==> src/rtl/contador_regressivo_if.sv <==
// Control/status bundle for the countdown timer: request strobes in, count and flags out.
interface contador_regressivo_if #(
    parameter int LARGURA = 3
);
    logic               start;
    logic               cancel;
    logic               tick;
    logic [LARGURA-1:0] s;
    logic               busy;
    logic               fim;
    logic               alarme;

    modport master (
        output start, cancel, tick,
        input  s, busy, fim, alarme
    );

    modport slave (
        input  start, cancel, tick,
        output s, busy, fim, alarme
    );
endinterface

==> src/rtl/contador_regressivo.sv <==
// Tick-driven countdown timer: load on start, count MODULO ticks, then latch an alarm
// until cancel acknowledges it. All outputs are registered.
module contador_regressivo #(
    parameter int MODULO  = 5,
    parameter int LARGURA = 3
) (
    input  logic                  clk,
    input  logic                  clear,
    contador_regressivo_if.slave  bus
);
    if (MODULO < 1 || (MODULO - 1) >= (1 << LARGURA)) begin : g_param_chk
        $error("contador_regressivo: MODULO-1 must fit in LARGURA bits");
    end

    typedef enum logic [1:0] {
        OCIOSO   = 2'd0,
        CONTANDO = 2'd1,
        EXPIRADO = 2'd2
    } estado_t;

    localparam logic [LARGURA-1:0] CARGA = LARGURA'(MODULO - 1);

    estado_t            estado_q;
    logic [LARGURA-1:0] s_q;
    logic               busy_q;
    logic               fim_q;
    logic               alarme_q;

    always_ff @(posedge clk) begin
        if (clear) begin
            estado_q <= OCIOSO;
            s_q      <= '0;
            busy_q   <= 1'b0;
            fim_q    <= 1'b0;
            alarme_q <= 1'b0;
        end else begin
            fim_q <= 1'b0;
            case (estado_q)
                OCIOSO: begin
                    if (start_req()) begin
                        estado_q <= CONTANDO;
                        s_q      <= CARGA;
                        busy_q   <= 1'b1;
                    end
                end
                CONTANDO: begin
                    // Priority: cancel, then restart, then tick.
                    if (bus.cancel) begin
                        estado_q <= OCIOSO;
                        s_q      <= '0;
                        busy_q   <= 1'b0;
                    end else if (bus.start) begin
                        s_q <= CARGA;
                    end else if (bus.tick) begin
                        if (s_q == '0) begin
                            estado_q <= EXPIRADO;
                            busy_q   <= 1'b0;
                            fim_q    <= 1'b1;
                            alarme_q <= 1'b1;
                        end else begin
                            s_q <= s_q - LARGURA'(1);
                        end
                    end
                end
                EXPIRADO: begin
                    if (bus.cancel) begin
                        estado_q <= OCIOSO;
                        alarme_q <= 1'b0;
                    end
                end
                default: begin
                    estado_q <= OCIOSO;
                    s_q      <= '0;
                    busy_q   <= 1'b0;
                    alarme_q <= 1'b0;
                end
            endcase
        end
    end

    // A simultaneous cancel suppresses a start even from idle.
    function automatic logic start_req();
        return bus.start && !bus.cancel;
    endfunction

    assign bus.s      = s_q;
    assign bus.busy   = busy_q;
    assign bus.fim    = fim_q;
    assign bus.alarme = alarme_q;
endmodule

==> src/flat_wrapper.sv <==
// flat-port wrapper written by rule: the top's interface ports become plain ports
module contador_regressivo_flat 
#(
    parameter int MODULO  = 5,
    parameter int LARGURA = 3
)
  (clk, clear, bus_start, bus_cancel, bus_tick, bus_s, bus_busy, bus_fim, bus_alarme);
  contador_regressivo_if #(.LARGURA(LARGURA)) bus_i ();
  input  logic clk;
  input  logic clear;
  input wire logic [$bits(bus_i.start)-1:0] bus_start;
  input wire logic [$bits(bus_i.cancel)-1:0] bus_cancel;
  input wire logic [$bits(bus_i.tick)-1:0] bus_tick;
  output wire logic [$bits(bus_i.s)-1:0] bus_s;
  output wire logic [$bits(bus_i.busy)-1:0] bus_busy;
  output wire logic [$bits(bus_i.fim)-1:0] bus_fim;
  output wire logic [$bits(bus_i.alarme)-1:0] bus_alarme;
  assign bus_i.start = bus_start;
  assign bus_i.cancel = bus_cancel;
  assign bus_i.tick = bus_tick;
  assign bus_s = bus_i.s;
  assign bus_busy = bus_i.busy;
  assign bus_fim = bus_i.fim;
  assign bus_alarme = bus_i.alarme;
  contador_regressivo #(.MODULO(MODULO), .LARGURA(LARGURA)) u_core (.clk(clk), .clear(clear), .bus(bus_i));
endmodule
==> config.mk <==
export PLATFORM = sky130hd
export DESIGN_NAME = contador_regressivo_flat
export DESIGN_NICKNAME = d
export VERILOG_FILES = /design/src/rtl/contador_regressivo_if.sv /design/src/rtl/contador_regressivo.sv /design/src/flat_wrapper.sv
export SDC_FILE = /design/constraint.sdc
export NUM_CORES = 1
export LEC_CHECK = 0
export ABC_AREA = 1
export CORE_AREA = 2 2 39 41
export DETAILED_ROUTE_END_ITERATION = 10
export DIE_AREA = 0 0 41 43
export GPL_ROUTABILITY_DRIVEN = 0
export GPL_TIMING_DRIVEN = 0
export HOLD_SLACK_MARGIN = 0.12
export PLACE_DENSITY = 0.71
export SKIP_LAST_GASP = 1
export SYNTH_ARGS = -nofsm -noshare
export SYNTH_HDL_FRONTEND = slang
export SYNTH_SLANG_ARGS = --single-unit
==> constraint.sdc <==
create_clock -name clk -period 1.4 [get_ports clk]
set_clock_uncertainty 0.1 [all_clocks]
set_input_delay 0.28 -clock clk [delete_from_list [all_inputs] [get_ports clk]]
set_output_delay 0.28 -clock clk [all_outputs]
set_load 0.03 [all_outputs]
### Word level (Yosys, flattened, before mapping)

Index checks and enable logic that the tools add are counted.

* register bits after elaboration: 8
* output and inout bits: 6

* $add $sub $neg: 1
* equal/unequal tests: 13
* mux-type cells: 26
* bitwise operators: 4
* reductions and logical operators: 9

Operator list (number)
* 2-to-1 mux 3 bit: 5
* 2-to-1 mux 2 bit: 6
* 2-to-1 mux 1 bit: 11
* AND reduction 5 bit: 2
* case mux 3 bit (3 select lines): 1
* inequality test 2 bit (second input constant): 4
* inequality test 4 bit (second input constant): 2
* inequality test 3 bit (second input constant): 2
* case mux 1 bit (3 select lines): 2
* case mux 2 bit (3 select lines): 1
* AND reduction 6 bit: 1
* OR reduction 5 bit: 1
* inequality test 2 x 1 -> 1 bit (second input constant): 2
* inverter 1 bit: 4
* AND reduction 4 bit: 1
* zero test 3 bit: 1
* inequality test 3 x 2 -> 1 bit (second input constant): 1
* subtractor 3 x 1 -> 3 bit (second input constant): 1
* == test 2 x 1 -> 1 bit (second input constant): 1
* == test 2 bit (second input constant): 1
* zero test 2 bit: 1
* logical AND 1 bit: 1
* zero test 1 bit: 1

### Logic depth before layout (Yosys ltp)

Gate-level depths: netlist (run 1).

* depth after elaboration: 6
* mapped depth: 9

### Least setup slack after synthesis (run 1)

No wires, ideal clock.

* path kind: reg-to-reg
* start point: register u_core.s_q[0] (netlist: u_core.bus.s[0])
* end point: register u_core.s_q[2] (netlist: u_core.bus.s[2])
* library setup time: 0.066 ns
* arrival: 1.370 ns
* required time: 1.234 ns
* path slack: -0.136 ns
* cell stages (with the launch flop): 10
* path buffers: 0
* cells stage by stage: dfxtp_1 inv_1 ha_1 inv_1 nor2_1 nand3_1 nand2_1 nor2_2 nand2_1 a21oi_2

* word-level cells in the longest chain between the ends: 6
* elaborated cells between the ends (all ways): 9
* classes of those cells: add/sub: 1; eq/ne: 1; mux: 5; reduce/logical: 2

Ends and longest elaborated chain
* start: declaration: line contador_regressivo.sv:24 `logic [LARGURA-1:0] s_q;`
* start signal: assignment: line contador_regressivo.sv:61 `s_q <= s_q - LARGURA'(1);`
* subtractor 3 x 1 -> 3 bit: line contador_regressivo.sv:61
* 2-to-1 mux 3 bit: line contador_regressivo.sv:55 `if (s_q == '0) begin`
* 2-to-1 mux 3 bit: line contador_regressivo.sv:54 `end else if (bus.tick) begin`
* 2-to-1 mux 3 bit: line contador_regressivo.sv:52 `end else if (bus.start) begin`
* 2-to-1 mux 3 bit: line contador_regressivo.sv:48 `if (bus.cancel) begin`
* case mux 3 bit (3 select lines): line contador_regressivo.sv:38 `case (estado_q)`

Several ways; a longest one is shown, not always the timed one. The select of a mux whose other input is x is not followed.
A chain may end at the register's enable or synchronous reset.

### Final worst setup path (run 1)

* start point: register u_core.s_q[0] (netlist: u_core.bus.s[0])
* end point: output bus_s[0]

RTL lines
* end: declaration: line flat_wrapper.sv:14 `output wire logic [$bits(bus_i.s)-1:0] bus_s;`

No word-level cell between the ends.

==> results of run 1 <==
timing repair:
item	in CTS	in global routing
gates resized for setup	8	14
pin swaps	0	3
gates cloned	0	0
setup endpoints to repair	13	10
setup buffers	0	0
cells by family after synthesis:
kind of cell    share of synthesized area
buf+inv                             0.128
compound gates                      0.165
simple gates                        0.336
fa+ha+maj                          0.0501
flops                               0.321
placed cells by master, fill, tap and decap left out:
master,netlist,layout
a21oi_2,1,1
dlymetal6s2s_1,0,1
clkdlybuf4s15_1,0,1
inv_2,4,6
nand3_1,4,4
dfxtp_2,0,1
clkbuf_2,0,1
nand4_1,1,1
clkbuf_1,0,1
dfxtp_1,8,6
o21ai_0,4,4
nor2_2,1,1
clkbuf_4,0,3
inv_1,13,10
nor3_2,0,1
nand2_2,2,3
clkdlybuf4s50_1,0,2
nor2_1,6,5
inv_4,0,1
nand3_2,1,1
ha_1,2,1
ha_4,0,1
o211ai_1,2,2
a21oi_1,6,6
dfxtp_4,0,1
dlygate4sd2_1,0,5
and3_4,0,1
nor3_1,3,2
nand2_1,15,14
nor2_4,1,2
o21ai_2,1,1
worst paths after layout:
kind / endpoint / cells past startpoint
hold reg to reg: u_core.bus.alarme$_SDFFE_PP0P_ / 2
setup reg to reg: u_core.bus.alarme$_SDFFE_PP0P_ / 8
hold / removal: u_core.estado_q[0]$_SDFFE_PP0P_ / 3
setup / recovery: bus_s[0] / 1
power groups by stage:
stage               clock [mW]  sequential (mW)  combinational, mW
floorplan                    0            0.271             0.0756
global placement             0            0.257              0.136
detailed placement           0            0.257              0.139
CTS                      0.194            0.252              0.133
global route             0.216            0.255              0.153
finish                   0.183            0.254              0.137
layout make-up:
class                           instances  area share
Clock buffer                            4      0.0389
Inverter                               17      0.0981
Multi-Input combinational cell         51       0.454
Sequential cell                         8       0.244
Tap cell                               16      0.0296
Timing Repair Buffer                   10       0.135
routing by layer:
metal | routed length (µm) | track usage | vias to the layer above | share of wire
met5 | 0 | 0 | - | 0
met4 | 0 | 0.0200 | 0 | 0
met3 | 47 | 0.0942 | 0 | 0.047
met2 | 484 | 0.194 | 11 | 0.48
met1 | 474 | 0.169 | 216 | 0.47
li1 | - | - | 270 | -
per-stage QoR:
stage	worst slack [ns]	cell area (µm²)	total power [mW]	instances
after floorplan	0.0234	504	0.347	76
after detailed placement	-0.328	624	0.396	102
after global placement	-0.296	624	0.393	102
after global routing	-0.0884	676	0.624	106
final	0.00579	676	0.573	106
after CTS	-0.0573	644	0.579	106
state kept, by name (all words and copies together) (netlist names):
register           cells
u_core.bus.alarme      1
u_core.bus.busy        1
u_core.estado_q        2
u_core.bus.fim         1
u_core.bus.s           3
==> impl_metrics.ini, run 1 <==
[synthesis]
syn-cell-area_um2 = 499
synth_top_area_share = 0.321
synth_common_cells = 15 x nand2_1, 13 x inv_1, 8 x dfxtp_1
syn_avg_cell_area_um2 = 6.57
yosys-top-cells-area = dfxtp_1 32%, nand2_1 11%, inv_1 9.8%
synth_edf_count = 0
ys_ff_latch = 8
ys_warn_count = 0
synthFlopType = dfxtp_1
async_reset_ff_frac = 0
syn_inst = 76
synth_cell_types = 19
yosys.area.top_type = dfxtp_1
yosysMostFrequentCell = nand2_1
synth_seq_area_share = 0.321
mappedNetlistNets = 83

[floorplanning]
die_h_um = 43
start_util = 0.361
num_rows = 14
die_w_um = 41
core_area_mm2 = 0.00138
design.die.area_mm2 = 0.00176
pin_count = 11

[detailed_routing]
drt-pass1-iter-count = 4
vias = 497
vias_per_cell = 4.69
drc = 0
antenna_left = 0
routed_wl_um = 1010
drtIter0Drc = 11
avgRoutedWirePerCell_um = 9.49

[critical_path]
cpPeakStageDelay_ns = 0.40
cp.arrival_ns = 1.01
crit_family = buffers and inverters
cp_max_fo = 4
slowest_stage = dlygate4sd2_1
r2r-start = u_core.bus.s[0]$_SDFFE_PP0P_
rrSetupSlack_ns = 0.02
cp-end-kind = output port
path_buf_inv = 1
crit_chain = dlygate4sd2_1
cp.required_ns = 1.02
startpoint = u_core.bus.s[0]$_SDFFE_PP0P_
path_class = reg -> out
cp-start-kind = flip-flop

[final_layout]
antenna-diode-count = 0
synthToLayoutAreaGrowth_pct = 35.3
multi_input_area_um2 = 307
final_nets = 98
utilization = 0.488
drive_gt1_frac = 0.278
regArea_um2 = 165
fill_cells = 145

[clocking]
clk_pin_slew_worst_paths_ns = 0.06
cts.sinks = 8
numCtsBuffers = 3
clock_latency_ns = 0.25
cts_tree = built
clockRootBuffer = clkbuf_4
cts_buffer_depth = 2
htree_num_levels = 1
cts_hold_buffers = 0

[global_routing]
grt_antenna_before_repair = 0
grt_pass1_wl_um = 1590
grt.overflow.total = 0
grt_max_degree = 9
grt_pass1_vias = 418
grt_use_total = 0.136

[run]
drv_cap = 0

[power]
pwr-share-clk = 0.318
netSwitchingPower_mw = 0.175
p_sw_frac = 0.306
power_density_mw_per_mm2 = 848
p_int_mw = 0.398
p_leak_nw = 0.321
vdd_drop_max_uv = 550
power_frac_comb = 0.239
p_seq_frac = 0.443

[sta]
hold_slack_ns = 0.333
hold_violations = 0
slew_viol_final = 0
finalSetupTns_ns = 0
fin_crit_sh = 0.996
relSlewSlack = 0.803
rsz0062_at_grt = yes
layout_min_cycle_time_ns = 1.39
setup_viol = 0
fmax_mhz = 717
tightest_slew_ns = 0.295

[placement]
numPortBuffers = 10
dp_hpwl_um = 805

[worst_hold_path]
hp-start = bus_start
hold_path.class = in -> reg

[run_status]
outcome = finished, final reports clean
Note: power is estimated with default switching activity, not from simulation.
==> run 2: changes to the inputs <==
GPL_TIMING_DRIVEN = default   (was 0)
clock period = 1.46 ns   (was 1.4 ns; I/O delays follow)
==> run 2 against run 1 <==
Clock power down 13%. Largest cell class unchanged. Count of clock-buffer cells in the layout down 1. Sequential power down 3%. Final cell count up 2.8%. Combinational power up 5%. Highest routed layer unchanged. Register-to-register slack better by 0.10 ns. Critical path depth unchanged. Via count up 9.9%. Worst setup slack better by 0.082 ns.
==> impl_metrics.ini, run 2 (synthesis gave the netlist of run 1 again) <==
[run_status]
outcome = finished, final reports clean

[critical_path]
cp.arrival_ns = 0.98
cp_max_fo = 3
cpPeakStageDelay_ns = 0.39
path_buf_inv = 1
cp.required_ns = 1.07
path_class = reg -> out
cp-start-kind = flip-flop
r2r-start = u_core.bus.s[1]$_SDFFE_PP0P_
crit_family = buffers and inverters
startpoint = u_core.bus.s[0]$_SDFFE_PP0P_
crit_chain = dlygate4sd2_1
cp-end-kind = output port
slowest_stage = dlygate4sd2_1

[floorplanning]
die_h_um = 43
num_rows = 14
start_util = 0.361
design.die.area_mm2 = 0.00176
core_area_mm2 = 0.00138
pin_count = 11
die_w_um = 41

[sta]
setup_viol = 0
layout_min_cycle_time_ns = 1.37
setup_slack_ns = 0.0883
fmax_mhz = 729
finalSetupTns_ns = 0
rsz0062_at_grt = no
fin_crit_sh = 0.940
slew_viol_final = 0
hold_violations = 0
tightest_slew_ns = 0.296
relSlewSlack = 0.803

[final_layout]
synthToLayoutAreaGrowth_pct = 40.1
design_area_um2 = 699
final_common_cell = nand2_1
multi_input_area_um2 = 304
antenna-diode-count = 0
final_nets = 102
utilization = 0.505
regArea_um2 = 163
drive_gt1_frac = 0.333
largest_reg_flops = 3
fill_cells = 148
final_cells = 109
final_cell_mix = 14 x nand2_1, 11 x inv_1, 6 x inv_2, 6 x dfxtp_1

[run]
drv_cap = 0

[detailed_routing]
routed_wl_um = 1140
avgRoutedWirePerCell_um = 10.5
vias_per_cell = 5.01
vias = 546
antenna_left = 0
drt-pass1-iter-count = 4
drc = 0
drtIter0Drc = 6

[worst_hold_path]
hold_path.class = reg -> reg
hp-start = u_core.bus.alarme$_SDFFE_PP0P_

[placement]
dp.cells = 106
numPortBuffers = 10
place_ws_ns = -0.206
placed_area_um2 = 649
dp_hpwl_um = 908

[power]
p_leak_nw = 0.350
power_density_mw_per_mm2 = 788
p_sw_frac = 0.309
p_seq_frac = 0.448
p_int_mw = 0.381
power_frac_comb = 0.262
netSwitchingPower_mw = 0.170
vdd_drop_max_uv = 509
pwr-share-clk = 0.290

[global_routing]
grt.overflow.total = 0
grt_max_degree = 7
grt_use_total = 0.163
grt_pass1_vias = 483
grt_antenna_before_repair = 0
grt_pass1_wl_um = 1910

[clocking]
cts_buffer_depth = 2
htree_num_levels = 1
cts_hold_buffers = 0
cts_setup_buffers = 0
clockRootBuffer = clkbuf_4
clk_pin_slew_worst_paths_ns = 0.05
clock_latency_ns = 0.25
numCtsBuffers = 3
cts_tree = built
cts.sinks = 8
run 2: cell count changes in the layout (fill, tap and decap cells not counted), sizes merged:
cell / previous run / this run
buf: 0 / 5
clkdlybuf4s15: 1 / 0
dlymetal6s2s: 1 / 2
clkbuf: 5 / 3
run 2: path summary, 6_finish.rpt:
kind / cells past startpoint / endpoint / slack, ns
max: 1 / bus_s[0] / 0.09
min: 2 / u_core.bus.alarme$_SDFFE_PP0P_ / 0.34
max reg2reg: 9 / u_core.bus.s[0]$_SDFFE_PP0P_ / 0.12
min reg2reg: 2 / u_core.bus.alarme$_SDFFE_PP0P_ / 0.34
run 2: power groups by stage:
stage,combinational [mW],clock (mW),sequential [mW]
6_report,0.144,0.160,0.247
4_1_cts,0.138,0.171,0.245
2_1_floorplan,0.0725,0,0.262
3_5_place_dp,0.140,0,0.249
3_3_place_gp,0.136,0,0.249
5_1_grt,0.159,0.187,0.249
run 2: cell type report:
class,instances,area share
multi-input combinational,51,0.435
sequential,8,0.233
timing repair buffer,14,0.181
inverter,17,0.0912
clock buffer,3,0.0322
tap,16,0.0286
run 2: stage by stage:
step	power [mW]	hold slack [ns]
finish	0.551	0.344
global route	0.595	0.357
CTS	0.554	0.351
detailed placement	0.390	0.347
global placement	0.385	0.337
floorplan	0.334	0.254
run 2: per-layer routing:
metal	track usage	vias to the layer above	share of wire
met3	0.0942	0	0.069
met2	0.269	20	0.52
li1	-	279	-
met1	0.178	247	0.41
met5	0	-	0
met4	0.0200	0	0
run 2: what timing repair did:
item                       CTS  global route
resized for setup            6            11
cloned                       0             0
pin swaps                    0             3
setup endpoints to repair    6             6
